## config.mk

```make
export PLATFORM = sky130hd
export DESIGN_NAME = r2w1_write_arbiter
export DESIGN_NICKNAME = d
export VERILOG_FILES = /design/src/rtl/r2w1_write_arbiter_pkg.sv /design/src/rtl/rr_arbiter3.sv /design/src/rtl/r2w1_write_arbiter.sv
export SDC_FILE = /design/constraint.sdc
export NUM_CORES = 1
export LEC_CHECK = 0
export CAP_MARGIN = 5
export CELL_PAD_IN_SITES_DETAIL_PLACEMENT = 2
export CELL_PAD_IN_SITES_GLOBAL_PLACEMENT = 2
export CORE_MARGIN = 5
export CORE_UTILIZATION = 21
export DETAILED_ROUTE_END_ITERATION = 8
export PLACE_DENSITY = 0.85
export SYNTH_ARGS = -nofsm -noshare
export SYNTH_HDL_FRONTEND = slang
export SYNTH_HIERARCHICAL = 1
export SYNTH_SLANG_ARGS = --single-unit
```

## constraint.sdc

```tcl
create_clock -name clk -period 6.6 [get_ports clk]
set_input_delay 0.66 -clock clk [delete_from_list [all_inputs] [get_ports clk]]
set_output_delay 0.66 -clock clk [all_outputs]
set_load 0.02 [all_outputs]
```

## src/rtl/r2w1_write_arbiter_pkg.sv

```systemverilog
// Shared definitions for the register-file write-port arbiter: requester
// indices, read-port count and round-robin pointer helpers.
package r2w1_write_arbiter_pkg;

    localparam int NUM_WB_REQ   = 3;
    localparam int NUM_RD_PORTS = 2;

    localparam int WB_REQ_ALU  = 0;
    localparam int WB_REQ_LOAD = 1;
    localparam int WB_REQ_HOST = 2;

    typedef logic [1:0] rr_ptr_t;

    // Pointer value 3 can never be produced; fold it onto 0 if it appears.
    function automatic rr_ptr_t rr_wrap(input rr_ptr_t ptr);
        return (ptr == 2'd3) ? 2'd0 : ptr;
    endfunction

    function automatic rr_ptr_t rr_inc(input rr_ptr_t ptr);
        return (ptr >= 2'd2) ? 2'd0 : ptr + 2'd1;
    endfunction

endpackage

```

## src/rtl/rr_arbiter3.sv

```systemverilog
// Combinational three-way round-robin pick: searches from the pointer upward
// (mod 3) and returns a one-hot grant plus the pointer that should follow it.
module rr_arbiter3
    import r2w1_write_arbiter_pkg::*;
(
    input  logic [NUM_WB_REQ-1:0] valid_i,
    input  rr_ptr_t               rr_i,
    output logic [NUM_WB_REQ-1:0] grant_o,
    output rr_ptr_t               rr_next_o
);

    rr_ptr_t idx;
    logic    found;

    always_comb begin
        grant_o   = '0;
        rr_next_o = rr_wrap(rr_i);
        idx       = rr_wrap(rr_i);
        found     = 1'b0;
        for (int k = 0; k < NUM_WB_REQ; k++) begin
            if (!found && valid_i[idx]) begin
                found        = 1'b1;
                grant_o[idx] = 1'b1;
                rr_next_o    = rr_inc(idx);
            end
            idx = rr_inc(idx);
        end
    end

endmodule

```

## src/rtl/r2w1_write_arbiter.sv

```systemverilog
// Write-port owner for the 2R1W register file: round-robin writeback
// arbitration, a registered write stage, and forwarding of the last write.
module r2w1_write_arbiter
    import r2w1_write_arbiter_pkg::*;
#(
    parameter int DATA_WIDTH = 32,
    parameter int ADDR_WIDTH = 4
) (
    input  logic                  clk,
    input  logic                  reset,
    input  logic [NUM_WB_REQ-1:0] req_valid,
    output logic [NUM_WB_REQ-1:0] req_ready,
    input  logic [ADDR_WIDTH-1:0] req_addr_0,
    input  logic [ADDR_WIDTH-1:0] req_addr_1,
    input  logic [ADDR_WIDTH-1:0] req_addr_2,
    input  logic [DATA_WIDTH-1:0] req_data_0,
    input  logic [DATA_WIDTH-1:0] req_data_1,
    input  logic [DATA_WIDTH-1:0] req_data_2,
    input  logic [ADDR_WIDTH-1:0] rd_addr_a,
    input  logic [ADDR_WIDTH-1:0] rd_addr_b,
    output logic [DATA_WIDTH-1:0] rd_data_a,
    output logic [DATA_WIDTH-1:0] rd_data_b,
    output logic [ADDR_WIDTH-1:0] ram_addr_r_a,
    output logic [ADDR_WIDTH-1:0] ram_addr_r_b,
    input  logic [DATA_WIDTH-1:0] ram_data_out_a,
    input  logic [DATA_WIDTH-1:0] ram_data_out_b,
    output logic [ADDR_WIDTH-1:0] ram_addr_w,
    output logic [DATA_WIDTH-1:0] ram_data_in,
    output logic                  ram_we,
    output logic [15:0]           grant_count
);

    logic [ADDR_WIDTH-1:0] req_addr [NUM_WB_REQ];
    logic [DATA_WIDTH-1:0] req_data [NUM_WB_REQ];

    assign req_addr[WB_REQ_ALU]  = req_addr_0;
    assign req_addr[WB_REQ_LOAD] = req_addr_1;
    assign req_addr[WB_REQ_HOST] = req_addr_2;
    assign req_data[WB_REQ_ALU]  = req_data_0;
    assign req_data[WB_REQ_LOAD] = req_data_1;
    assign req_data[WB_REQ_HOST] = req_data_2;

    logic [NUM_WB_REQ-1:0] grant;
    rr_ptr_t               rr_q, rr_d, rr_next;

    logic                  wr_we_q, wr_we_d;
    logic [ADDR_WIDTH-1:0] wr_addr_q, wr_addr_d;
    logic [DATA_WIDTH-1:0] wr_data_q, wr_data_d;
    logic [DATA_WIDTH-1:0] fwd_data_q;
    logic [15:0]           grant_count_q, grant_count_d;

    rr_arbiter3 u_arb (
        .valid_i   (req_valid),
        .rr_i      (rr_q),
        .grant_o   (grant),
        .rr_next_o (rr_next)
    );

    assign req_ready = reset ? '0 : grant;

    always_comb begin
        wr_we_d       = 1'b0;
        wr_addr_d     = wr_addr_q;
        wr_data_d     = wr_data_q;
        rr_d          = rr_q;
        grant_count_d = grant_count_q;
        for (int i = 0; i < NUM_WB_REQ; i++) begin
            if (req_ready[i]) begin
                wr_we_d   = 1'b1;
                wr_addr_d = req_addr[i];
                wr_data_d = req_data[i];
            end
        end
        if (|req_ready) begin
            rr_d          = rr_next;
            grant_count_d = grant_count_q + 16'd1;
        end
    end

    always_ff @(posedge clk) begin
        if (reset) begin
            wr_we_q       <= 1'b0;
            wr_addr_q     <= '0;
            wr_data_q     <= '0;
            fwd_data_q    <= '0;
            rr_q          <= 2'd0;
            grant_count_q <= '0;
        end else begin
            wr_we_q       <= wr_we_d;
            wr_addr_q     <= wr_addr_d;
            wr_data_q     <= wr_data_d;
            fwd_data_q    <= wr_data_q;
            rr_q          <= rr_d;
            grant_count_q <= grant_count_d;
        end
    end

    assign ram_we      = wr_we_q;
    assign ram_addr_w  = wr_addr_q;
    assign ram_data_in = wr_data_q;
    assign grant_count = grant_count_q;

    logic [ADDR_WIDTH-1:0] rd_addr [NUM_RD_PORTS];
    logic [DATA_WIDTH-1:0] ram_rd  [NUM_RD_PORTS];
    logic [DATA_WIDTH-1:0] rd_out  [NUM_RD_PORTS];

    assign rd_addr[0] = rd_addr_a;
    assign rd_addr[1] = rd_addr_b;
    assign ram_rd[0]  = ram_data_out_a;
    assign ram_rd[1]  = ram_data_out_b;

    // The write committing at this edge is the one the RAM may read stale,
    // so remember whether each port's address hit it and override next cycle.
    genvar gi;
    generate
        for (gi = 0; gi < NUM_RD_PORTS; gi++) begin : g_rd
            logic fwd_q;
            always_ff @(posedge clk) begin
                if (reset) begin
                    fwd_q <= 1'b0;
                end else begin
                    fwd_q <= wr_we_q && (wr_addr_q == rd_addr[gi]);
                end
            end
            assign rd_out[gi] = fwd_q ? fwd_data_q : ram_rd[gi];
        end
    endgenerate

    assign ram_addr_r_a = rd_addr_a;
    assign ram_addr_r_b = rd_addr_b;
    assign rd_data_a    = rd_out[0];
    assign rd_data_b    = rd_out[1];

endmodule

```

==> Word level (Yosys, flattened, before mapping) <==
Cells that the tools add are included.
{ "op_classes": {"add_sub_neg": 4, "reduce_logical": 11, "mux": 36, "n_eq_ne": 3, "n_lt_le_gt_ge": 9, "bitwise": 2} }
{ "ops": {"columns": ["cell", "count"], "rows": [
  ["$mux W32", 5],
  ["$add A16 B1 Y16 const B", 1],
  ["$mux W2", 7],
  ["$mux W3", 4],
  ["$mux W4", 3],
  ["$mux W1", 11],
  ["$lt A2 B3 Y1 const B", 3],
  ["$eq A4 B4 Y1", 2],
  ["$logic_and A1 B1 Y1", 7],
  ["$add A2 B1 Y2 const B", 3],
  ["$bmux W1 S2", 3],
  ["$demux W1 S2", 3],
  ["$ge A2 B1 Y1 const B", 3],
  ["$ge A2 B2 Y1 const B", 3],
  ["$or A3 B3 Y3", 2],
  ["$reduce_bool A3 Y1", 1],
  ["$reduce_or A3 Y1", 1],
  ["$eq A2 B2 Y1 const B", 1],
  ["$logic_not A1 Y1", 2]
]} }
{ "totals": {"elab_cells": 73, "output_inout_bits": 128, "regBits": 89, "input_bits": 185} }

==> Logic depth before layout (Yosys ltp) <==
Gate-level depths: netlist (run 1).
{ "logic_depth": {"word_depth": 16, "mapped_depth": 13, "ltp_nobuf": 10} }

==> Cells and area by module <==
Netlist (run 1), hierarchy kept.
{ "by_module_without_submodules": {"columns": ["module", "n_inst", "area_each_um2", "seq_area_each_um2", "cells_per_inst"], "rows": [
  ["r2w1_write_arbiter", 1, 4410.5, 1781.7, 464],
  ["rr_arbiter3", 1, 315.3, 0.0, 45]
]} }

==> Worst setup path after synthesis (run 1) <==
No wires, ideal clock.
{ "synth_timing": {"kind": "in2out", "start": "in req_valid[1]", "end": "out req_ready[2]", "stages": 7, "t_required_ns": 5.940, "slack_ns": 3.521, "t_arrival_ns": 2.419, "n_path_buf": 2, "path_cell_list": "mux2i_1 nor2_1 a211o_1 a21oi_1 clkbuf_1 buf_1 nor2b_1"} }
{ "synth_via": {"elab_chain_len": 10, "word_cells_on_any_way": 18, "cone_classes": "mux (12); bitwise (2); reduce/logical (4)"} }
{ "synth_rtl": {"columns": ["item", "line_no", "source"], "rows": [
  ["start: declaration", "r2w1_write_arbiter.sv:11", "input logic [NUM_WB_REQ-1:0] req_valid,"],
  ["$bmux W1 S2", "rr_arbiter3.sv:21", "if (!found && valid_i[idx]) begin"],
  ["$mux W1 (implied by the code)", "rr_arbiter3.sv:21", null],
  ["$mux W1", "rr_arbiter3.sv:21", null],
  ["$logic_not A1 Y1", "rr_arbiter3.sv:21", null],
  ["$logic_and A1 B1 Y1", "rr_arbiter3.sv:21", null],
  ["$mux W1", "rr_arbiter3.sv:21", null],
  ["$logic_not A1 Y1", "rr_arbiter3.sv:21", null],
  ["$logic_and A1 B1 Y1", "rr_arbiter3.sv:21", null],
  ["$mux W3 (*)", "rr_arbiter3.sv:21", null],
  ["named net grant[2]", "r2w1_write_arbiter.sv:43", "logic [NUM_WB_REQ-1:0] grant;"],
  ["$mux W3 (*)", "r2w1_write_arbiter.sv:59", "assign req_ready = reset ? '0 : grant;"],
  ["end: declaration", "r2w1_write_arbiter.sv:12", "output logic [NUM_WB_REQ-1:0] req_ready,"]
]} }
The timed path passes the listed nets; every way through them passes the cells marked *. The select of a mux whose other input is x is not followed.

==> Worst setup path after layout (run 1) <==
{ "layout_timing": {"start": "in req_valid[2]", "end": "out req_ready[1]"} }
Same word-level chain as after synthesis.

==> results of run 1 <==
[report_power, final]
group	internal [µW]	leakage, µW	switching [µW]
logic	650	0.00205	806
registers	668	0.000730	110
clock network	409	0.000170	223
[area by class of cell]
type | count | area (µm²) | share of cell area
clock inverter | 5 | 128 | 0.0152
clock buffer | 11 | 233 | 0.0276
tap | 280 | 350 | 0.0416
timing repair buffer | 318 | 3170 | 0.376
multi-input combinational | 366 | 2730 | 0.325
sequential | 89 | 1780 | 0.212
inverter | 6 | 22.5 | 0.00268
[routing by layer]
layer,vias to the layer above,track usage,part of all wire
li1,2390,-,-
met1,2438,0.190,0.40
met2,207,0.317,0.51
met3,15,0.0513,0.072
met4,0,0.0395,0.012
met5,-,0,0
[through the flow]
step	area (µm²)	worst slack [ns]	util	instances	total power, µW
2_1_floorplan	4730	3.52	-	509	1620
5_1_grt	8420	1.94	0.383	1075	3060
6_report	8420	2.15	0.383	1075	2870
4_1_cts	8420	2.11	0.383	1075	2920
3_5_place_dp	8060	2.12	0.367	1059	2270
3_3_place_gp	8060	2.21	0.367	1059	2230
[worst reg2reg max path, delay by kind of cell, from the launching register on]
family	cells	cell delay [ns]
mux	1	0.25
compound gates	4	1.50
buf+inv	1	0.08
fa+ha+maj	1	0.22
flops	1	0.37
simple gates	3	0.99
[final timing paths]
path | depth (start not counted) | from | endpoint
worst max-delay path | 9 | req_valid[2] | req_ready[1]
worst min-delay path | 1 | ram_data_in[26] | fwd_data_q[26]
worst max register to register | 10 | rr_q[1] | grant_count[10]
worst min register to register | 1 | ram_data_in[26] | fwd_data_q[26]
[flip-flops by register name (all words and copies together), names as in the netlist]
register     count
ram_addr_w       4
ram_we           1
g_rd.fwd_q       2
rr_q             2
ram_data_in     32
grant_count     16
fwd_data_q      32
[cells in the final DEF (no fill, tap or decap), drive strengths merged, types with 16 or more instances in the layout]
cell	n
nand2	32
nor2	30
a21oi	27
o22ai	19
dfxtp	89
clkdlybuf4s50	311
mux2i	22
nor2b	40
nand3b	16
a22oi	22
a221oi	17
mux2	65
[cell families after synthesis]
kind of cell | count (synthesis) | share of synthesized area
flip-flops | 89 | 0.377
multiplexers | 87 | 0.201
AND/OR/NAND/NOR | 154 | 0.177
adder cells (fa/ha/maj) | 5 | 0.0132
XOR/XNOR | 16 | 0.0297
AO/OA/AOI/OAI | 104 | 0.148
buffers and inverters | 54 | 0.0530
==> metrics.md, run 1 <==
| Metric | Value |
|---|---|
| Outcome | finished clean |
| Via count | 5050 |
| Drt total wl | 22500 µm |
| IO Pins | 313 |
| Setup TNS | 0 ns |
| Leakage | 0.00295 µW |
| GP Congestion | 0.776 |
| Synth cell types | 43 |
| Crit path DAT | 3.79 ns |
| Hold Vio Cnt, Final | 0 |
| Actual slew at the worst max-slew pin | 1.02 ns |
| Final-report max-slew violation count | 0 |
| Total track usage | 0.170 |
| Area of the core | 22000 µm² |
| Pwr dens | 341 nW/µm² |
| Deepest clock path buffer count | 2 |
| First-pass GRT wire length | 34600 µm |
| Vias in the first global route | 5761 |
| CTS sink count | 89 |
| H-tree levels | 3 |
| R2R setup slack | 3.13 ns |
| Type of element launching the critical path | primary input |
| Synth area leaders | dfxtp_1 (38%), mux2_2 (15%), nor2b_1 (5.3%) |
| Initial antenna violation count | 0 |
| Layout Area Growth over Synthesis | 78.1% |
| Fill cells | 2426 |
| GRT Residual Overflow | 0 |
| I/O Buffers | 312 |
| Synth Warn # | 6 |
| Worst-path clk slew | 0.07 ns |
| Post-synthesis cell area | 4730 µm² |
| Vias/cell | 4.70 |
| Ant diodes | 0 |
| Buf/Inv on CP | 4 |
| FMAX | 225 MHz |
| Initial Util | 0.215 |
| Finish-stage setup viols | 0 |
| Final HPWL DP | 17300 µm |
| Fraction of registers with async set/reset | 0 |
| Cell row count | 54 |
| Cts hold-fix bufs | 0 |
| Drt drc | 0 |
| VDD IR max | 143 µV |
| Time the worst path needs with I/O delays and setup | 4.45 ns |
| Largest net degree at the start of global routing | 54 |
| CP max FO | 40 |
| Worst-Skew Late Latency | 0.34 ns |
| Final nets | 980 |
| Post-Syn Area per Cell | 9.28 µm² |
| Count leader, synth | dfxtp_1 |
| CTS resizes | 0 |
| Synthesized netlist cell count | 509 |
| Die area | 25600 µm² |
| Rel. slew slack | 0.321 |
| DR WL/cell | 20.9 µm |
| Sequential area share after synthesis | 0.377 |
| CTS Buf Count | 9 |
| Chip height | 160 µm |
| Max-cap violations | 0 |
| Yosys top cell by area | dfxtp_1 |
| Flops & latches, synth | 89 |
| CTS tree | done |
| Share of the synthesized area in the top cell type | 0.377 |
| Crit-path leading delay family | buffers and inverters |
| Nature of the critical path endpoint | output port |
| Clock Skew | 0.00838 ns |
| Worst hold slack | 0.482 ns |
| Period utilization | 0.675 |
| Top FF cell, synth | dfxtp_1 |
| Min-delay worst type | reg -> reg |
| CP cell instances | clkdlybuf4s50_1 > nand2_1 > o22ai_1 > nand2_1 > o31ai_4 > buf_4 > nor2b_2 > buf_4 > clkdlybuf4s50_1 |
| Post-DRT Antenna Nets | 0 |
| Critical path class | in -> out |
| Setup repair bufs after CTS | 0 |
| Clock root buffer | clkbuf_16 |
| DIE WIDTH | 160 µm |
| Syn Nets | 699 |
| Commonest cells in the netlist | dfxtp_1 (89), mux2_2 (65), nor2b_1 (40), nand2_1 (32), nor2_1 (30) |
| Initial drt markers | 163 |
| Worst EP required | 5.94 ns |
| Layout cells sized above 1 | 0.122 |
| First-pass DRT Iterations | 4 |
| Slowest cell on crit path | clkdlybuf4s50_1 |
| EDFF count, synth | 0 |
| Slowest stage delay, CP | 0.69 ns |
| RSZ-0062 raised after global routing | false |
(Power assumes the default switching activity.)
==> inputs of run 2 (changes only) <==
--- a/config.mk
+++ b/config.mk
@@ -9,9 +9,9 @@
 export CELL_PAD_IN_SITES_DETAIL_PLACEMENT = 2
 export CELL_PAD_IN_SITES_GLOBAL_PLACEMENT = 2
 export CORE_MARGIN = 5
-export CORE_UTILIZATION = 21
+export CORE_UTILIZATION = 19
 export DETAILED_ROUTE_END_ITERATION = 8
-export PLACE_DENSITY = 0.85
+export PLACE_DENSITY = 0.78
 export SYNTH_ARGS = -nofsm -noshare
 export SYNTH_HDL_FRONTEND = slang
 export SYNTH_HIERARCHICAL = 1
==> constraint.sdc (replaced) <==
create_clock -name clk -period 4.25 [get_ports clk]
set_input_delay 0.425 -clock clk [delete_from_list [all_inputs] [get_ports clk]]
set_output_delay 0.425 -clock clk [all_outputs]
set_load 0.02 [all_outputs]
==> run 2 against run 1 <==
Clock power grew 22%. First-iteration DRC count rose by 3.1%. Flip-flop and latch count unchanged. Core utilization is 3.9 points lower. Total power grew 48%. Critical path type is now reg -> out. Largest cell class unchanged. Highest routed layer unchanged.
==> metrics.md, run 2 (synthesis gave the netlist of run 1 again) <==
| Metric | Value |
|---|---|
| Leakage | 0.00292 µW (was 0.00295 µW) |
| Ant diodes | 0 (unchanged) |
| Die area | 28100 µm² (was 25600 µm²) |
| Commonest cells after routing, fill and taps aside | clkdlybuf4s50_1 (311), dfxtp_1 (87), mux2_2 (65) (unchanged) |
| Area of the core | 24400 µm² (was 22000 µm²) |
| Initial Util | 0.194 (was 0.215) |
| Clock root buffer | clkbuf_16 (unchanged) |
| Max-cap violations | 0 (unchanged) |
| Type of element launching the critical path | register (was primary input) |
| Finish-stage setup viols | 0 (unchanged) |
| Post-DRT Antenna Nets | 0 (unchanged) |
| Nature of the critical path endpoint | output port (unchanged) |
| DIE WIDTH | 168 µm (was 160 µm) |
| Layout Area Growth over Synthesis | 77.8% (was 78.1%) |
| Drt drc | 0 (unchanged) |
| Setup repair bufs after CTS | 0 (unchanged) |
| Final HPWL DP | 17800 µm (was 17300 µm) |
| Vias in the first global route | 5743 (was 5761) |
| Cell row count | 57 (was 54) |
| Post-route insts no fill | 1120 (was 1075) |
| Cts hold-fix bufs | 0 (unchanged) |
| Initial drt markers | 168 (was 163) |
| Worst-Skew Late Latency | 0.34 ns (about the same) |
| Total track usage | 0.155 (was 0.170) |
| FF/Latch Area | 1780 µm² (unchanged) |
| Drt total wl | 22500 µm (about the same) |
| First-pass DRT Iterations | 4 (unchanged) |
| Crit path DAT | 3.03 ns (was 3.79 ns) |
| CTS sink count | 89 (unchanged) |
| CTS Buf Count | 9 (unchanged) |
| CP Launch Point | rr_q[1] (was req_valid[2]) |
| Fill cells | 2747 (was 2426) |
| Period utilization | 0.812 |
| # placed instances | 1104 (was 1059) |
| IO Pins | 313 (unchanged) |
| Multi-input gate area | 2730 µm² (unchanged) |
| Slowest cell on crit path | clkdlybuf4s50_1 (unchanged) |
| CP max FO | 5 (was 40) |
| CTS tree | done (unchanged) |
| Min-delay worst type | reg -> reg (unchanged) |
| Commonest non-fill, non-tap cell in the layout | clkdlybuf4s50_1 (unchanged) |
| CP cell instances | inv_1 > ha_1 > mux2i_1 > o22ai_1 > a221oi_1 > o21ai_2 > nor2b_1 > clkdlybuf4s50_1 (was clkdlybuf4s50_1 > nand2_1 > o22ai_1 > nand2_1 > o31ai_4 > buf_4 > nor2b_2 > buf_4 > clkdlybuf4s50_1) |
| I/O Buffers | 312 (unchanged) |
| CTS resizes | 0 (unchanged) |
| Rel. slew slack | 0.358 (was 0.321) |
| Vias/cell | 4.55 (was 4.70) |
| Time the worst path needs with I/O delays and setup | 3.45 ns |
| Hold Vio Cnt, Final | 0 (unchanged) |
| DR WL/cell | 20.1 µm (was 20.9 µm) |
| GRT Residual Overflow | 0 (unchanged) |
| Worst-path clk slew | 0.07 ns (about the same) |
| Chip height | 168 µm (was 160 µm) |
| H-tree levels | 3 (unchanged) |
| Outcome | finished clean (unchanged) |
| Initial antenna violation count | 0 (unchanged) |
| Worst reg2reg startpoint | rr_q[1] (unchanged) |
| FMAX | 290 MHz |
| Largest net degree at the start of global routing | 57 (was 54) |
| Deepest clock path buffer count | 2 (unchanged) |
| Critical path class | reg -> out (was in -> out) |
| Via count | 5096 (was 5050) |
| Pwr dens | 504 nW/µm² (was 341 nW/µm²) |
| VDD IR max | 363 µV (was 143 µV) |
| Setup TNS | 0 ns (unchanged) |
| Layout cells sized above 1 | 0.124 (was 0.122) |
| Final-report max-slew violation count | 0 (unchanged) |
| Final nets | 981 (was 980) |
| First-pass GRT wire length | 34100 µm (was 34600 µm) |
| RSZ-0062 raised after global routing | false (unchanged) |
| GP Congestion | 0.781 (was 0.776) |
| Actual slew at the worst max-slew pin | 0.963 ns (was 1.02 ns) |
| Slowest stage delay, CP | 0.70 ns (was 0.69 ns) |
| Worst hold start | ram_data_in[4] (was ram_data_in[26]) |
| Clock Skew | 0.00925 ns (was 0.00838 ns) |
| Worst EP required | 3.83 ns (was 5.94 ns) |
run 2: routing by layer:
layer | wire length (µm) | vias to the layer above | track usage
met5 | 0 | - | 0
met4 | 367 | 0 | 0.0459
met3 | 1790 | 22 | 0.0523
met2 | 11300 | 215 | 0.279
met1 | 9080 | 2456 | 0.174
li1 | - | 2403 | -
run 2: layout make-up:
cell class	count	share of cell area
repair buffers	319	0.378
multi-input cells	366	0.325
flip-flops and latches	89	0.212
well taps	324	0.0482
clock buffers	11	0.0289
clock inverters	5	0.00491
inverters	6	0.00268
run 2: path summary, 6_finish.rpt:
kind | to | slack (ns) | depth (start not counted)
min reg2reg | fwd_data_q[4] | 0.49 | 1
max reg2reg | grant_count[15] | 1.16 | 10
min | fwd_data_q[4] | 0.49 | 1
max | req_ready[0] | 0.80 | 8
run 2: report_power, final:
part | leakage [µW] | switching, µW | internal [µW] | total (µW)
Combinational | 0.00206 | 1240 | 1010 | 2250
Sequential | 0.000730 | 173 | 1040 | 1210
Clock | 0.000132 | 357 | 416 | 773
run 2: critical path, delay by kind of cell (launching register included):
kind,cells,cell delay (ns)
compound gates,3,0.96
fa+ha+maj,1,0.22
simple gates,1,0.19
flops,1,0.37
buf+inv,2,0.78
mux,1,0.17
run 2: through the flow:
step	setup slack (ns)	hold WS, ns	util	power, µW	cell area, µm²
after floorplan	1.44	0.465	-	2520	4730
after global placement	0.941	0.473	0.333	3470	8120
after detailed placement	0.816	0.476	0.333	3530	8120
after CTS	0.738	0.487	0.345	4350	8400
after global routing	0.575	0.502	0.345	4560	8400
final	0.798	0.486	0.345	4240	8400
==> inputs of run 3 (changes only) <==
--- a/config.mk
+++ b/config.mk
@@ -9,9 +9,9 @@
 export CELL_PAD_IN_SITES_DETAIL_PLACEMENT = 2
 export CELL_PAD_IN_SITES_GLOBAL_PLACEMENT = 2
 export CORE_MARGIN = 5
-export CORE_UTILIZATION = 19
+export CORE_UTILIZATION = 17
 export DETAILED_ROUTE_END_ITERATION = 8
-export PLACE_DENSITY = 0.78
+export PLACE_DENSITY = 0.73
 export SYNTH_ARGS = -nofsm -noshare
 export SYNTH_HDL_FRONTEND = slang
 export SYNTH_HIERARCHICAL = 1
==> constraint.sdc (replaced) <==
create_clock -name clk -period 3 [get_ports clk]
set_input_delay 0.3 -clock clk [delete_from_list [all_inputs] [get_ports clk]]
set_output_delay 0.3 -clock clk [all_outputs]
set_load 0.02 [all_outputs]
==> run 3 against run 2 <==
Sequential power rose by 41%. Clock power rose by 75%. Die area grew 11%. Global-route usage is 1.0 points lower. Final cell count rose by 6.3%. Routed wire length grew 6.1%. Via count grew 1.0%. Clock-buffer cell count did not move. Critical path depth is the same. Highest routed layer unchanged. Largest cell class unchanged. Combinational power grew 56%.
==> metrics.md, run 3 (synthesis gave the netlist of run 1 again) <==
| Metric | Value |
|---|---|
| DIE WIDTH | 177 µm (was 168 µm) |
| CTS sink count | 89 (unchanged) |
| Initial drt markers | 216 (was 168) |
| Drt drc | 0 (unchanged) |
| Initial Util | 0.171 (was 0.194) |
| Leakage | 0.00305 µW (was 0.00292 µW) |
| Critical Path Sink | req_ready[1] (was req_ready[0]) |
| Layout Area Growth over Synthesis | 84.9% (was 77.8%) |
| I/O Buffers | 312 (unchanged) |
| Clock Skew | 0.0105 ns (was 0.00925 ns) |
| Worst reg2reg startpoint | rr_q[0] (was rr_q[1]) |
| Finish-stage setup viols | 0 (unchanged) |
| IO Pins | 313 (unchanged) |
| GP Congestion | 0.746 (was 0.781) |
| Via count | 5147 (was 5096) |
| CP max FO | 8 (was 5) |
| R2R setup slack | 0.19 ns (was 1.16 ns) |
| GRT Residual Overflow | 0 (unchanged) |
| Final-report max-slew violation count | 0 (unchanged) |
| Deepest clock path buffer count | 2 (unchanged) |
| Commonest cells after routing, fill and taps aside | clkdlybuf4s50_1 (308), dfxtp_1 (87), mux2_2 (65) (was clkdlybuf4s50_1 (311), dfxtp_1 (87), mux2_2 (65)) |
| DR WL/cell | 20.1 µm (about the same) |
| Die area | 31200 µm² (was 28100 µm²) |
| Pwr dens | 751 nW/µm² (was 504 nW/µm²) |
| Hold Vio Cnt, Final | 0 (unchanged) |
| Chip height | 177 µm (was 168 µm) |
| Max-cap violations | 0 (unchanged) |
| Total track usage | 0.145 (was 0.155) |
| FMAX | 351 MHz |
| Final Power | 6560 µW (was 4240 µW) |
| Clock root buffer | clkbuf_16 (unchanged) |
| Cts hold-fix bufs | 0 (unchanged) |
| R2R cell count | 12 (was 10) |
| Post-DP Area | 8330 µm² (was 8120 µm²) |
| Type of element launching the critical path | register (unchanged) |
| Outcome | finished clean (unchanged) |
| Setup ws final | 0.150 ns (was 0.798 ns) |
| RSZ-0062 raised after global routing | false (unchanged) |
| Period utilization | 0.950 |
| Worst EP required | 2.70 ns (was 3.83 ns) |
| Grt met1 use | 0.166 (was 0.174) |
| Final core occ | 0.316 (was 0.345) |
| Worst-Skew Late Latency | 0.35 ns (was 0.34 ns) |
| H-tree levels | 3 (unchanged) |
| GRT busiest layer | met2 (unchanged) |
| CTS tree | done (unchanged) |
| Area of the core | 27600 µm² (was 24400 µm²) |
| Commonest non-fill, non-tap cell in the layout | clkdlybuf4s50_1 (unchanged) |
| Min-delay worst type | in -> reg (was reg -> reg) |
| Final HPWL DP | 18700 µm (was 17800 µm) |
| Cell area after layout | 8740 µm² (was 8400 µm²) |
| CP Launch Point | rr_q[0] (was rr_q[1]) |
| Nature of the critical path endpoint | output port (unchanged) |
| First-pass GRT wire length | 34800 µm (was 34100 µm) |
| Crit path DAT | 2.55 ns (was 3.03 ns) |
| Drt total wl | 23900 µm (was 22500 µm) |
| Final nets | 997 (was 981) |
| Critical path class | reg -> out (unchanged) |
| Worst-path clk slew | 0.06 ns (was 0.07 ns) |
| First-pass DRT Iterations | 4 (unchanged) |
| CTS Buf Count | 9 (unchanged) |
| Post-DRT Antenna Nets | 0 (unchanged) |
| Ant diodes | 0 (unchanged) |
| Worst reg2reg endpoint | grant_count[15] (unchanged) |
| Met2 usage | 0.258 (was 0.279) |
| Vias in the first global route | 5672 (was 5743) |
| Cell row count | 61 (was 57) |
| Met3 Usage GRT | 0.0560 (was 0.0523) |
| Largest net degree at the start of global routing | 43 (was 57) |
| Actual slew at the worst max-slew pin | 0.647 ns (was 0.963 ns) |
| VDD IR max | 465 µV (was 363 µV) |
| Time the worst path needs with I/O delays and setup | 2.85 ns |
| Pre-CTS setup slack | -0.121 ns (was 0.816 ns) |
| Rel. slew slack | 0.567 (was 0.358) |
| Fill cells | 3112 (was 2747) |
| Layout cells sized above 1 | 0.153 (was 0.124) |
| Vias/cell | 4.33 (was 4.55) |
| Initial antenna violation count | 0 (unchanged) |
| Setup TNS | 0 ns (unchanged) |
run 3: cell count changes in the layout (fill, tap and decap cells not counted), moves of 2 or more:
cell / delta
buf_12: +3
buf_4: +12
bufinv_16: +3
clkdlybuf4s15_2: +2
clkdlybuf4s50_1: -3
clkinv_4: -3
ha_1: -3
ha_2: +3
run 3: how the worst min path moves through the flow:
stage	start	to	slack, ns	cells past startpoint
3_3_place_gp	grant_count[13]	grant_count[13]	0.46	1
3_5_place_dp	ram_data_in[19]	fwd_data_q[19]	0.48	1
5_1_grt	reset	grant_count[0]	0.29	2
6_report	reset	grant_count[0]	0.29	2
2_1_floorplan	req_data_2[13]	ram_data_in[13]	0.46	2
4_1_cts	reset	grant_count[7]	0.28	2
run 3: power by group:
group | switching (µW) | internal, µW
Sequential | 241 | 1470
Combinational | 1890 | 1620
Clock | 513 | 838
run 3: worst max-delay path, cell delays in order (launching register included):
cell	delay, ns
dfxtp_1	0.39
inv_1	0.08
ha_2	0.41
inv_1	0.13
a21oi_1	0.17
a41oi_1	0.09
o31ai_4	0.32
nor2b_2	0.23
dlygate4sd2_1	0.38
run 3: what timing repair did:
item                       in CTS  in global routing
gates resized for setup         9                  8
pin swaps                       1                  0
setup endpoints to repair       3                 40
setup buffers                   2                  0
run 3: metrics by stage:
stage | hold WS, ns | cells
global route | 0.288 | 1190
global placement | 0.461 | 1172
floorplan | 0.460 | 509
detailed placement | 0.477 | 1172
finish | 0.293 | 1190
CTS | 0.275 | 1190
run 3: metal layers:
| metal | routed length, µm | share of wire |
|---|---|---|
| met2 | 11700 | 0.49 |
| met3 | 2480 | 0.10 |
| met5 | 0 | 0 |
| met4 | 163 | 0.0068 |
| met1 | 9560 | 0.40 |
run 3: cell type report:
class | instances | area [µm²] | area share
multi-input combinational | 366 | 2780 | 0.318
sequential | 89 | 1780 | 0.204
inverter | 6 | 22.5 | 0.00258
tap | 378 | 473 | 0.0541
timing repair buffer | 335 | 3340 | 0.382
clock buffer | 11 | 243 | 0.0278
clock inverter | 5 | 103 | 0.0117
